==> config.mk <==
export PLATFORM = sky130hd
export DESIGN_NAME = simplify
export DESIGN_NICKNAME = d
export VERILOG_FILES = /design/src/rtl/nonogram_pkg.sv /design/src/rtl/simplify.sv
export SDC_FILE = /design/constraint.sdc
export NUM_CORES = 1
export LEC_CHECK = 0
export ABC_CLOCK_PERIOD_IN_PS = 800
export CORE_AREA = 2 2 39 41
export CTS_CLUSTER_DIAMETER = 200
export DETAILED_ROUTE_END_ITERATION = 10
export DIE_AREA = 0 0 41 43
export PLACE_DENSITY_LB_ADDON = 0.08
export SYNTH_ARGS = -nofsm -noshare
export SYNTH_HDL_FRONTEND = slang
export SYNTH_SLANG_ARGS = --single-unit
==> constraint.sdc <==
create_clock -name clk -period 0.8 [get_ports clk]
set_input_delay 0.12 -clock clk [delete_from_list [all_inputs] [get_ports clk]]
set_output_delay 0.12 -clock clk [all_outputs]
set_load 0.02 [all_outputs]
==> src/rtl/nonogram_pkg.sv <==
// Shared nonogram solver definitions: cell encoding and the line-conflict helper.
// Line vectors are handled at LINE_MAX width; narrower lines are zero-extended.
package nonogram_pkg;

    localparam logic CELL_FILLED = 1'b1;
    localparam logic CELL_EMPTY  = 1'b0;
    localparam int   LINE_MAX    = 64;

    // Known cells whose candidate value differs from the fixed value.
    // Zero-extended inputs leave the upper bits of the result at zero.
    function automatic logic [LINE_MAX-1:0] line_conflict(
        input logic [LINE_MAX-1:0] option,
        input logic [LINE_MAX-1:0] assigned,
        input logic [LINE_MAX-1:0] known
    );
        return (option ^ assigned) & known;
    endfunction

endpackage

==> src/rtl/simplify.sv <==
// Purpose: flags a candidate line pattern that contradicts already-known cells (SIMPLIFY_MISMATCH_EN adds per-cell mismatch output).
// Latency: 1 cycle, registered valid/contradict; one check accepted per cycle.
// Backpressure: none; results stream out in issue order and cannot be stalled.
module simplify
    import nonogram_pkg::*;
#(
    parameter int size = 3
) (
    input  logic            clk,
    input  logic            rst,
    input  logic            valid_in,
    input  logic [size-1:0] assigned,
    input  logic [size-1:0] known,
    input  logic [size-1:0] option,
    output logic            valid,
    output logic            contradict
`ifdef SIMPLIFY_MISMATCH_EN
    ,
    output logic [size-1:0] mismatch_out
`endif
);

    logic [LINE_MAX-1:0] mismatch_full;
    logic                conflict;

    assign mismatch_full = line_conflict(LINE_MAX'(option), LINE_MAX'(assigned), LINE_MAX'(known));
    assign conflict      = |mismatch_full;

    always_ff @(posedge clk) begin
        if (!rst) begin
            valid      <= 1'b0;
            contradict <= 1'b0;
        end else begin
            valid      <= valid_in;
            contradict <= valid_in ? conflict : 1'b0;
        end
    end

`ifdef SIMPLIFY_MISMATCH_EN
    always_ff @(posedge clk) begin
        if (!rst) begin
            mismatch_out <= '0;
        end else begin
            mismatch_out <= valid_in ? mismatch_full[size-1:0] : '0;
        end
    end
`endif

endmodule

After elaboration in Yosys (flattened, before gate mapping):

Cells that the tools add are included.

* input bits: 12
* register bits: 2
* logic and storage cells: 6

* reductions and logical operators: 2
* bitwise gates (word level): 2

Operators with widths (count)
* OR reduction 64 bit: 1
* bitwise AND 3 bit: 1
* bitwise XOR 3 bit: 1
* AND reduction 2 bit: 1

Depth between registers and ports, before layout:

* word-level depth: 3
* depth in mapped cells: 3
* depth with buffers taken out: 3

Worst setup path before layout:

Ideal clock, no wire load.

* path type: input-to-reg
* start point: input port assigned[1]
* end point: register contradict
* setup slack: 0.187 ns
* data required time: 0.677 ns
* data arrival time: 0.490 ns
* cell stages on the path: 3
* cell sequence: xor2_1 > a22oi_1 > a21boi_1

* word-level cells in the longest chain between the ends: 3

Ends and longest elaborated chain
* start, declared: RTL line simplify.sv:12 `input logic [size-1:0] assigned,`
* bitwise XOR 3 bit: RTL line nonogram_pkg.sv:16 `return (option ^ assigned) & known;`
* bitwise AND 3 bit: RTL line nonogram_pkg.sv:16
* OR reduction 64 bit: RTL line simplify.sv:27 `assign conflict = |mismatch_full;`
* end signal, assigned: RTL line simplify.sv:35 `contradict <= valid_in ? conflict : 1'b0;`
* end, declared: RTL line simplify.sv:16 `output logic contradict`

Every way passes these cells.
A chain may end at the register's enable or synchronous reset.

Final worst setup path:

* start point: register valid
* end point: output port valid

RTL lines
* start, declared: RTL line simplify.sv:15 `output logic valid,`
* start signal, assigned: RTL line simplify.sv:34 `valid <= valid_in;`

No word-level cell between the ends.

==> metrics.txt <==
status finished, final reports clean; max incr delay on CP 0.28 ns; Max-Cap Viols 0; Yosys cell types 6; area leader, netlist dfxtp_1; CP Data Arrival Time around 0.65 ns; Syn-to-layout area delta 188%; Cell Rows 14; CTS sink count 2; Initial Util 0.0660; worst-path fanout max 1; CTS H-tree lvls 1; initial antenna violation count 0; total power 0.412 mW; DRC violations left 0; post-synthesis register bit count 2; layout cell share with drive strength beyond 1 0.200; Worst path slowest cell dfxtp_1; P_leak about 0.14 nW; CTS tree yes; NetSw 0.0825 mW; Total Routing Usage GR 0.0391; chip width 41 um; Slew @ Worst Pin 0.164 ns; total wire length ~290 um; Port Buf Inserts 13; initial DRC count 0; # fillers between 150 and 200; crit start category register; PD cells 1570 nW/um^2; worst path cell trace buf_4; clock root buffer clkbuf_4; Net Sw Frac 0.200; Cells after Synth 9; Max Slew Vio Count 0; largest net degree at the start of global routing 3; Seq/Total Area, Yosys 0.438; synth top area cells dfxtp_1 44%, xor2_1 29%, a21boi_1 8.2%; Rel. slew slack 0.891; combinational share of power 0.207; DR vias between 100 and 150; clock slew at reported path FFs about 0.03 ns; Crit path depth 1; buffers and inverters on the worst path 1; RSZ-0062 raised after global routing false; Post-DP Area approximately 240 sq um; vias in the first global route 135; clk buf depth 2; first-pass GRT wire length just over 400 um; die height around 43 um; Yosys Warn Count 0; routed len/inst 6.98 um; syn nets 21; Final setup viols 0; Place WS -0.301 ns; most common cell after layout, fill and taps aside clkdlybuf4s50_1; min Tclk post-route 0.771 ns; Final Hold Viols 0; routed vias/inst about 2.8; peak supply drop 0.277 mV; worst hold-check path type primary input to register; Sequential Power Share 0.261; Final WS setup 0.0294 ns; Tcrit/Tclk final 0.963; total congestion overflow 0; CP delay by family, top flip-flops; Post-CTS Setup Inserts 0; synthesized area per cell 10.1 sq um; I/O pin cnt 14; Synth top area share 0.438; hold-fix buffers at CTS 0; CTS Buf Count 3; clock share of power 0.532; Mapped Area around 90 sq um; Post-DRT Antenna Nets 0; hold depth 4; P_int approximately 0.33 mW; Placer Congestion between 0.4 and 0.5; FMAX about 1300 MHz; CP Capture Type primary output; Critical Path RT slightly below 0.7 ns; # diodes 0; design area 263 sq um; most frequent cells in the layout 5 x clkdlybuf4s50_1, 3 x xor2_1, 3 x clkbuf_4, 3 x dlygate4sd2_1, 3 x dlymetal6s2s_1; Layout Nets 39; Core ar. 1380 sq um; Final Util 0.190; Die Area 1760 sq um; crit path kind register to primary output; number of detailed-route iterations in the first pass 1
synthesized netlist by cell type:
cell	count
dfxtp_1	2
and2_1	1
nand2_1	1
a22oi_1	1
xor2_1	3
a21boi_1	1
metal layers:
layer	wire (um)	GRT usage
met5	0	0
met3	38	0.0157
met4	0	0.0600
met2	178	0.0625
met1	70	0.0224
sequential cells by signal, summed over array words and instances (netlist names):
name        cells
contradict      1
valid           1
stage by stage:
step | TNS [ns] | hold WS [ns] | instances
floorplan | 0 | 0.258 | 9
global placement | -0.666 | 0.707 | 38
detailed placement | -0.692 | 0.695 | 38
CTS | 0 | 0.451 | 41
global route | 0 | 0.264 | 41
finish | 0 | 0.226 | 41
area by class of cell:
type	count	area, sq um	share of cell area
clock buffer	3	22.5	0.0857
multi-input combinational	7	51.3	0.195
sequential	2	40.0	0.152
tap	16	20.0	0.0762
timing repair buffer	13	129	0.490
path summary, 6_finish.rpt:
path / to / from / slack [ns]
min: contradict / option[2] / 0.23
max: valid / valid / 0.03
power groups by stage:
stage	combinational (mW)	sequential (mW)	clock, mW
2_1_floorplan	0.0187	0.117	0
3_3_place_gp	0.0953	0.109	0
3_5_place_dp	0.0957	0.109	0
4_1_cts	0.0850	0.107	0.235
5_1_grt	0.0933	0.108	0.243
6_report	0.0852	0.108	0.219
logic make-up (layout without fill, tap and decap cells):
logic type | after synthesis | count (layout) | share of synthesized area
simple gates | 2 | 2 | 0.110
buf+inv | 0 | 16 | 0
xor+xnor | 3 | 3 | 0.288
compound gates | 2 | 2 | 0.164
flops | 2 | 2 | 0.438
repair_timing:
| action | 4_1_cts | 5_1_grt |
|---|---|---|
| setup endpoints to repair | 3 | 3 |
| pin swaps | 3 | 4 |
| resized for setup | 11 | 5 |
No activity file was read; power rests on OpenSTA's default activity.
